--- config.mk ---
export PLATFORM = sky130hd
export DESIGN_NAME = uart_rx_fifo
export DESIGN_NICKNAME = d
export VERILOG_FILES = /design/src/rtl/uart_rx_fifo.sv
export SDC_FILE = /design/constraint.sdc
export NUM_CORES = 1
export LEC_CHECK = 0
export ABC_AREA = 1
export CAP_MARGIN = 20
export CORE_ASPECT_RATIO = 1.5
export CORE_MARGIN = 4
export CORE_UTILIZATION = 60
export CTS_CLUSTER_SIZE = 10
export DETAILED_ROUTE_END_ITERATION = 10
export PLACE_DENSITY = 0.8
export SYNTH_ARGS = -nofsm -noshare
export SYNTH_HDL_FRONTEND = slang
export SYNTH_SLANG_ARGS = --single-unit
--- constraint.sdc ---
create_clock -name clk -period 3.2 [get_ports clk]
set_clock_uncertainty 0.15 [all_clocks]
set_input_delay 0.48 -clock clk [delete_from_list [all_inputs] [get_ports clk]]
set_output_delay 0.48 -clock clk [all_outputs]
set_load 0.05 [all_outputs]
--- src/rtl/uart_rx_fifo.sv ---
// rtl/uart_rx_fifo.sv - 8N1 UART receiver with FWFT byte FIFO and cts flow control
// Oversampled receive FSM feeds a small FIFO presented as a valid/ready byte stream.
module uart_rx_fifo #(
   parameter int CLK_FREQ   = 12000000,
   parameter int UART_FREQ  = 115200,
   parameter int FIFO_DEPTH = 8,
   parameter int CTS_MARGIN = 2
) (
   input  logic       clk,
   input  logic       reset,
   input  logic       rx,
   output logic       cts,
   output logic [7:0] data,
   output logic       valid,
   input  logic       ready,
   output logic       frame_err,
   output logic       overrun
);

   localparam int DIV = CLK_FREQ / UART_FREQ;
   localparam int CW  = $clog2(DIV);
   localparam int AW  = $clog2(FIFO_DEPTH);
   localparam logic [CW-1:0] HALF_LOAD = CW'(DIV / 2 - 1);
   localparam logic [CW-1:0] BIT_LOAD  = CW'(DIV - 1);
   localparam logic [AW:0]   FULL_CNT  = (AW + 1)'(FIFO_DEPTH);
   localparam logic [AW:0]   CTS_LIMIT = (AW + 1)'(FIFO_DEPTH - CTS_MARGIN - 1);

   typedef enum logic [2:0] {IDLE, START, DATA, STOP, BREAK} state_t;

   state_t          state;
   logic [1:0]      sync;
   logic            rx_s;
   logic            rx_prev;
   logic [CW-1:0]   baud;
   logic [2:0]      idx;
   logic [7:0]      shreg;
   logic            tick;
   logic            push;
   logic            stop_bad;

   assign rx_s     = sync[1];
   assign tick     = (baud == '0);
   assign push     = (state == STOP) && tick && rx_s;
   assign stop_bad = (state == STOP) && tick && !rx_s;

   always_ff @(posedge clk or posedge reset) begin
      if (reset) begin
         sync      <= 2'b11;
         rx_prev   <= 1'b1;
         state     <= IDLE;
         baud      <= '0;
         idx       <= '0;
         shreg     <= '0;
         frame_err <= 1'b0;
      end else begin
         sync      <= {sync[0], rx};
         rx_prev   <= rx_s;
         frame_err <= stop_bad;
         case (state)
            IDLE: begin
               if (rx_prev && !rx_s) begin
                  baud  <= HALF_LOAD;
                  state <= START;
               end
            end
            START: begin
               if (!tick) begin
                  baud <= baud - 1'b1;
               end else if (!rx_s) begin
                  baud  <= BIT_LOAD;
                  idx   <= '0;
                  state <= DATA;
               end else begin
                  state <= IDLE;
               end
            end
            DATA: begin
               if (!tick) begin
                  baud <= baud - 1'b1;
               end else begin
                  shreg[idx] <= rx_s;
                  baud       <= BIT_LOAD;
                  idx        <= idx + 1'b1;
                  if (idx == 3'd7) state <= STOP;
               end
            end
            STOP: begin
               if (!tick) baud <= baud - 1'b1;
               else       state <= rx_s ? IDLE : BREAK;
            end
            BREAK: begin
               // Hold here until the line idles so a stuck-low rx yields one error only.
               if (rx_s) state <= IDLE;
            end
            default: state <= IDLE;
         endcase
      end
   end

   logic [7:0]    mem [FIFO_DEPTH];
   logic [AW-1:0] wptr;
   logic [AW-1:0] rptr;
   logic [AW:0]   count;
   logic [AW:0]   count_next;
   logic          full;
   logic          pop;
   logic          wr;

   assign valid = (count != '0);
   assign full  = (count == FULL_CNT);
   assign pop   = valid && ready;
   assign wr    = push && (!full || pop);
   assign data  = valid ? mem[rptr] : 8'h00;

   always_comb begin
      count_next = count;
      case ({wr, pop})
         2'b10:   count_next = count + 1'b1;
         2'b01:   count_next = count - 1'b1;
         default: count_next = count;
      endcase
   end

   always_ff @(posedge clk) begin
      if (wr) mem[wptr] <= shreg;
   end

   always_ff @(posedge clk or posedge reset) begin
      if (reset) begin
         wptr    <= '0;
         rptr    <= '0;
         count   <= '0;
         cts     <= 1'b0;
         overrun <= 1'b0;
      end else begin
         if (wr)  wptr <= wptr + 1'b1;
         if (pop) rptr <= rptr + 1'b1;
         count   <= count_next;
         cts     <= (count_next <= CTS_LIMIT);
         overrun <= push && full && !pop;
      end
   end

endmodule

==> results of run 1 <==
## synthesized netlist by cell type, types with 4 or more instances
master,count,area [um2]
sky130_fd_sc_hd__nor2_1,73,274.0
sky130_fd_sc_hd__edfxtp_1,64,1922
sky130_fd_sc_hd__o21ai_0,54,270.3
sky130_fd_sc_hd__nand2_1,49,183.9
sky130_fd_sc_hd__dfrtp_1,34,850.8
sky130_fd_sc_hd__inv_1,30,112.6
sky130_fd_sc_hd__nand3_1,17,85.08
sky130_fd_sc_hd__a31oi_1,12,75.07
sky130_fd_sc_hd__clkbuf_1,9,33.78
sky130_fd_sc_hd__nor3_1,9,45.04
sky130_fd_sc_hd__o22ai_1,8,50.05
sky130_fd_sc_hd__ha_1,7,87.58
sky130_fd_sc_hd__xor2_1,7,61.31
sky130_fd_sc_hd__a21oi_1,6,30.03
sky130_fd_sc_hd__nand3_2,4,40.04
## state kept, by name, summed over array words and instances, names as in the netlist
signal / flops
mem: 64
shreg: 8
baud: 7
count: 4
idx: 3
rptr: 3
state: 3
wptr: 3
sync: 2
cts: 1
frame_err: 1
overrun: 1
rx_prev: 1
## through the flow
step | total power (W) | cells
after CTS | 0.004072 | 544
final | 0.004070 | 544
after global placement | 0.003158 | 528
after detailed placement | 0.003199 | 528
after global routing | 0.004329 | 544
after floorplan | 0.002813 | 412
## worst max path at each step
stage,startpoint,end,cells past startpoint
5_1_grt,rptr[1]$_DFFE_PP0N_,data[2],6
3_3_place_gp,ready,mem[4][4]$_DFFE_PP_,7
3_5_place_dp,ready,mem[4][3]$_DFFE_PP_,7
6_report,rptr[1]$_DFFE_PP0N_,data[0],6
2_1_floorplan,rptr[1]$_DFFE_PP0N_,data[6],6
4_1_cts,rptr[1]$_DFFE_PP0N_,data[7],6
## critical path: stages, from the launching register on
cell and delay, ns:
sky130_fd_sc_hd__dfrtp_1 0.57, sky130_fd_sc_hd__inv_1 0.48, sky130_fd_sc_hd__o21ai_0 0.20, sky130_fd_sc_hd__o22ai_1 0.15
sky130_fd_sc_hd__o21ai_0 0.09, sky130_fd_sc_hd__a31oi_1 0.17, sky130_fd_sc_hd__buf_4 0.22
## cells by family (layout without fill, tap and decap cells)
kind of cell             count (synthesis)  in the layout
buffers and inverters                   42             74
XOR/XNOR                                 8              8
adder cells (fa/ha/maj)                  7              7
flip-flops                             101            101
AO/OA/AOI/OAI                           83             83
AND/OR/NAND/NOR                        171            171
## metal layers
layer,share of wire (%),global-route usage (%)
met5,0,0
met4,4.5,12.37
met3,6.3,4.459
met2,54,40.10
met1,35,26.94
## area by class of cell
class | count | area [um2]
inverters | 32 | 120.1
multi-input cells | 269 | 1414
clock inverters | 7 | 97.59
fillers | 540 | 2282
repair buffers | 26 | 212.7
flip-flops and latches | 101 | 2851
well taps | 100 | 125.1
clock buffers | 9 | 123.9
## power groups by stage
| stage | registers (W) | clock network (W) | logic, W |
|---|---|---|---|
| 2_1_floorplan | 0.00161 | 0 | 0.00120 |
| 3_3_place_gp | 0.00162 | 0 | 0.00154 |
| 3_5_place_dp | 0.00163 | 0 | 0.00157 |
| 4_1_cts | 0.00160 | 0.000887 | 0.00158 |
| 5_1_grt | 0.00162 | 0.000962 | 0.00175 |
| 6_report | 0.00160 | 0.000879 | 0.00159 |
==> out/results.ini, run 1 <==
[layout]
post_route_cells_drive_above_1_share_pct=12.84
final_common_cell=sky130_fd_sc_hd__nor2_1
mostFrequentLayoutCells=sky130_fd_sc_hd__nor2_1, sky130_fd_sc_hd__edfxtp_1, sky130_fd_sc_hd__o21ai_0
layout-area-overhead-vs-synth_pct=11.70
final_core_utilization_pct=68.42
final_cell_area_um2=4945
layout.nets=450
insertedDiodeCount=0

[pwr]
power_density_nw_per_um2=823.2
power.share.switching_pct=41.99
power.clock.fraction_pct=21.6
power_frac_seq_pct=39.4
ir_worst_vdd_uv=590.7
cell_internal_pwr_w=0.002361
comb_power_share_pct=39.0
cellLeakagePower_nw=1.964
switchingPower_w=0.001709

[timing]
max_slew.worst_pin.slew_ns=0.5167
max_freq_mhz=345.7
hold_vio_cnt_final=0
final.setup.tns_ns=0
layout_worst_path_cycle_share_pct=90.39
maxSlewHeadroom_pct=65.51
slew_viol_final=0
final_critical_path_setup_slack_ns=0.3076
worst_hold_slack_ns=0.2109
post-route-min-period_ns=2.892
final-setup-viol-count=0
grt_setup_unrepaired=false

[worst_setup_path]
timing.setup.critical_path_class=register to output port
setup.reg_to_reg.worst_slack_ns=0.77
worst-endpoint-arrival_ns=2.26
cp_max_fo=18
worst-endpoint-required_ns=2.57
r2r-start=baud[0]$_DFFE_PP0P_
cp-end-kind=output port
count_of_cells_along_the_worst_register_to_register_path=10
rr_endpoint=mem[2][4]$_DFFE_PP_
worstSetupStartpointType=register

[worst_hold_path]
hold_endpoint=sync[1]$_DFF_PP1_
worst_hold_startpoint=sync[0]$_DFF_PP1_
holdCritPathClass=register to register
hold_depth=0

[die]
placementRows=38
dieHeight_um=113.2
initial_utilization_pct=61.25
design.die.area_um2=8844
fp.dieW_um=78.13
core-area_um2=7227
boundary_pins=16

[clocking]
number_of_hold_buffers_added_after_cts=0
cts_max_level=3
cts_tree=yes
cts-buffers-inserted=9
cts.clk_slew.worst_paths_ns=0.11
cts.path.max_buffers=2
clkSinkCount=101
clock_tree.root_cell=sky130_fd_sc_hd__clkbuf_8
clk-insertion-delay-late_ns=0.36
cts_repair_resizes=0
postCtsSetupBuffers=0

[placed_design]
dp_hpwl_um=6651
numPortBuffers=15
routabilityCongestion=0.9602
dpl_cell_area_um2=4723
placement.setup.worst_slack_ns=0.7112

[synth]
xor_xnor_cell_area_share_of_the_yosys_netlist_pct=1.583
synthAdderAreaFrac_pct=1.979
synth.net_count=423
synth_compound_area_share_pct=10.15
ys_seq_elements=101
post_synth_num_cell_types=33
combinational_family_with_the_most_area_after_synthesis=simple AND/OR/NAND/NOR gates
synth-simple-area-share_pct=18.23
post_synth_instance_area_um2=4427
yosysWarnings=0
postSynth.topFlopCell=sky130_fd_sc_hd__edfxtp_1
async_flop_share_pct=36.63
synth.yosys.seq_area_share_pct=64.41
post_synth_mux_area_share_pct=0
syn-instance-count=412
syn_area_cell_um2=10.74
synth-edff-count=64

[routing]
initialDrtViolationCount=395
via_count=3106
number_of_optimization_iterations_in_the_first_detailed_route_pass=5
route.antenna.remaining_nets=0
wirelength_um=9447
route.detailed.wl_per_inst_um=17.37
remaining_drc_errors=0
vias_per_cell=5.710

[outcome]
outcome=finished, final reports clean

[grt]
first_pass_grt_wire_length_um=15340
track_usage_pct=23.13
maximum_number_of_pins_on_one_net_before_global_route_repair=38
antenna_found_initial=0
via_count_of_the_first_global_routing_pass=3028
gr-total-overflow=0

[run]
max_cap_violations=0

No activity file was read; power rests on OpenSTA's default activity.
==> run 2, diff against run 1 <==
--- a/config.mk
+++ b/config.mk
@@ -6,13 +6,13 @@
 export NUM_CORES = 1
 export LEC_CHECK = 0
 export ABC_AREA = 1
-export CAP_MARGIN = 20
+export CAP_MARGIN = 5
 export CORE_ASPECT_RATIO = 1.5
-export CORE_MARGIN = 4
-export CORE_UTILIZATION = 60
+export CORE_MARGIN = 2
+export CORE_UTILIZATION = 55
 export CTS_CLUSTER_SIZE = 10
 export DETAILED_ROUTE_END_ITERATION = 10
-export PLACE_DENSITY = 0.8
+export PLACE_DENSITY = 0.75
 export SYNTH_ARGS = -nofsm -noshare
 export SYNTH_HDL_FRONTEND = slang
 export SYNTH_SLANG_ARGS = --single-unit
==> out/results.ini, run 2 (same netlist as run 1, synthesis figures left out) <==
[die]
dieHeight_um=113.9  ; was 113.2 um
boundary_pins=16  ; unchanged
fp.dieW_um=77.25  ; was 78.13 um
design.die.area_um2=8797  ; was 8844 um2
initial_utilization_pct=55.98  ; was 61.25%
core-area_um2=7908  ; was 7227 um2
placementRows=40  ; was 38

[timing]
maxSlewHeadroom_pct=48.98  ; was 65.51%
hold_vio_cnt_final=0  ; unchanged
final-setup-viol-count=0  ; unchanged
final.setup.tns_ns=0  ; unchanged
layout_worst_path_cycle_share_pct=88.74  ; was 90.39%
slew_viol_final=0  ; unchanged
post-route-min-period_ns=2.840  ; was 2.892 ns
max_slew.worst_pin.slew_ns=0.7644  ; was 0.5167 ns
max_freq_mhz=352.2  ; was 345.7 MHz
grt_setup_unrepaired=false  ; unchanged

[clocking]
number_of_hold_buffers_added_after_cts=0  ; unchanged
cts.clk_slew.worst_paths_ns=0.06  ; was 0.11 ns
cts-buffers-inserted=9  ; unchanged
cts_tree=yes  ; unchanged
clk-insertion-delay-late_ns=0.34  ; was 0.36 ns
cts.path.max_buffers=2  ; unchanged
cts_max_level=3  ; unchanged
clkSinkCount=101  ; unchanged
cts_repair_resizes=0  ; unchanged
postCtsSetupBuffers=0  ; unchanged
clock_tree.root_cell=sky130_fd_sc_hd__clkbuf_16  ; was sky130_fd_sc_hd__clkbuf_8

[layout]
regMostFlops=mem  ; unchanged
final-seq-area_um2=2851  ; unchanged
post_route_cells_drive_above_1_share_pct=12.81  ; was 12.84%
insertedDiodeCount=0  ; unchanged
fillerInstances=654  ; was 540
final_common_cell=sky130_fd_sc_hd__nor2_1  ; unchanged
largest_reg_flops=64  ; unchanged
mostFrequentLayoutCells=sky130_fd_sc_hd__nor2_1, sky130_fd_sc_hd__edfxtp_1, sky130_fd_sc_hd__o21ai_0  ; unchanged
multiInputGateArea_um2=1414  ; unchanged
largestRegisters=mem x64, shreg x8, baud x7  ; unchanged
layout-area-overhead-vs-synth_pct=13.71  ; was 11.70%
layout.nets=451  ; was 450

[grt]
via_count_of_the_first_global_routing_pass=3078  ; was 3,028
gr-total-overflow=0  ; unchanged
maximum_number_of_pins_on_one_net_before_global_route_repair=38  ; unchanged
first_pass_grt_wire_length_um=14690  ; was 15,340 um
antenna_found_initial=0  ; unchanged
track_usage_pct=22.31  ; was 23.13%

[worst_hold_path]
holdCritPathClass=register to register  ; unchanged

[pwr]
design_power_total_w=0.004269  ; was 0.004070 W
ir_worst_vdd_uv=471.0  ; was 590.7 uV
cellLeakagePower_nw=2.007  ; was 1.964 nW
power_density_nw_per_um2=848.1  ; was 823.2 nW/um2

[routing]
wirelength_um=8960  ; was 9447 um
highest-signal-layer=met4  ; unchanged
route.detailed.wl_per_inst_um=16.29  ; was 17.37 um
number_of_optimization_iterations_in_the_first_detailed_route_pass=5  ; unchanged
remaining_drc_errors=0  ; unchanged
wl_met1_um=3435  ; was 3336 um
initialDrtViolationCount=259  ; was 395
via_count=3103  ; was 3,106
route.antenna.remaining_nets=0  ; unchanged
wl_met3_um=346  ; was 598 um
dr_wl_met2_um=4852  ; was 5084 um
vias_per_cell=5.642  ; was 5.710

[worst_setup_path]
cp_max_fo=26  ; was 18
timing.setup.critical_path_class=register to output port  ; unchanged
cp-end-kind=output port  ; unchanged
worstSetupStartpointType=register  ; unchanged
worst-endpoint-arrival_ns=2.21  ; was 2.26 ns
worst-endpoint-required_ns=2.57  ; about the same

[placed_design]
dp_hpwl_um=6266  ; was 6651 um
routabilityCongestion=0.8901  ; was 0.9602
numPortBuffers=15  ; unchanged

[run]
max_cap_violations=0  ; unchanged

[outcome]
outcome=finished, final reports clean  ; unchanged

run 2: worst max-delay path, stage by stage, from the launching register on:
cell and delay [ns]:
sky130_fd_sc_hd__dfrtp_1 0.37, sky130_fd_sc_hd__inv_1 0.56, sky130_fd_sc_hd__o21ai_0 0.16, sky130_fd_sc_hd__o22ai_1 0.15, sky130_fd_sc_hd__o21ai_0 0.10, sky130_fd_sc_hd__a31oi_1 0.26, sky130_fd_sc_hd__buf_4 0.26
run 2: worst paths after layout:
| check | start | cells after the start | slack (ns) | endpoint |
|---|---|---|---|---|
| setup / recovery | rptr[0]$_DFFE_PP0N_ | 6 | 0.36 | data[0] |
| max in group asynchronous | reset | 3 | 2.14 | sync[0]$_DFF_PP1_ |
| hold reg to reg | sync[0]$_DFF_PP1_ | 0 | 0.21 | sync[1]$_DFF_PP1_ |
| setup reg to reg | baud[0]$_DFFE_PP0P_ | 10 | 0.85 | mem[2][3]$_DFFE_PP_ |
| min in group asynchronous | reset | 3 | 0.41 | count[2]$_DFF_PP0_ |
| hold / removal | sync[0]$_DFF_PP1_ | 0 | 0.21 | sync[1]$_DFF_PP1_ |
run 2: final cells by class:
| cell class | count | area share [%] |
|---|---|---|
| sequential | 101 | 56.65 |
| multi-input combinational | 269 | 28.09 |
| clock buffer | 12 | 5.518 |
| timing repair buffer | 27 | 4.375 |
| tap | 105 | 2.610 |
| inverter | 32 | 2.386 |
| clock inverter | 4 | 0.3729 |
run 2: metrics by stage:
| stage | setup slack, ns | hold slack [ns] | utilization (%) | instance area [um2] | std cells |
|---|---|---|---|---|---|
| after floorplan | 0.6102 | 0.1952 | - | 4427 | 412 |
| after global placement | 0.7659 | 0.1963 | 59.91 | 4737 | 534 |
| after detailed placement | 0.7319 | 0.1998 | 59.91 | 4737 | 534 |
| after CTS | 0.4296 | 0.2091 | 63.66 | 5034 | 550 |
| after global routing | 0.2123 | 0.2177 | 63.66 | 5034 | 550 |
| final | 0.3604 | 0.2098 | 63.66 | 5034 | 550 |
run 2: where the power goes:
group          internal, W  total (W)  switching (W)  leakage (nW)
clock             0.000610    0.00104       0.000434         0.151
sequential         0.00148    0.00158      0.0000921          1.01
combinational     0.000497    0.00165        0.00115         0.851
run 2: routing by layer:
| layer | global-route usage (%) | vias up |
|---|---|---|
| li1 | - | 1492 |
| met1 | 24.28 | 1499 |
| met2 | 40.29 | 89 |
| met3 | 5.063 | 23 |
| met4 | 11.55 | 0 |
| met5 | 0 | - |
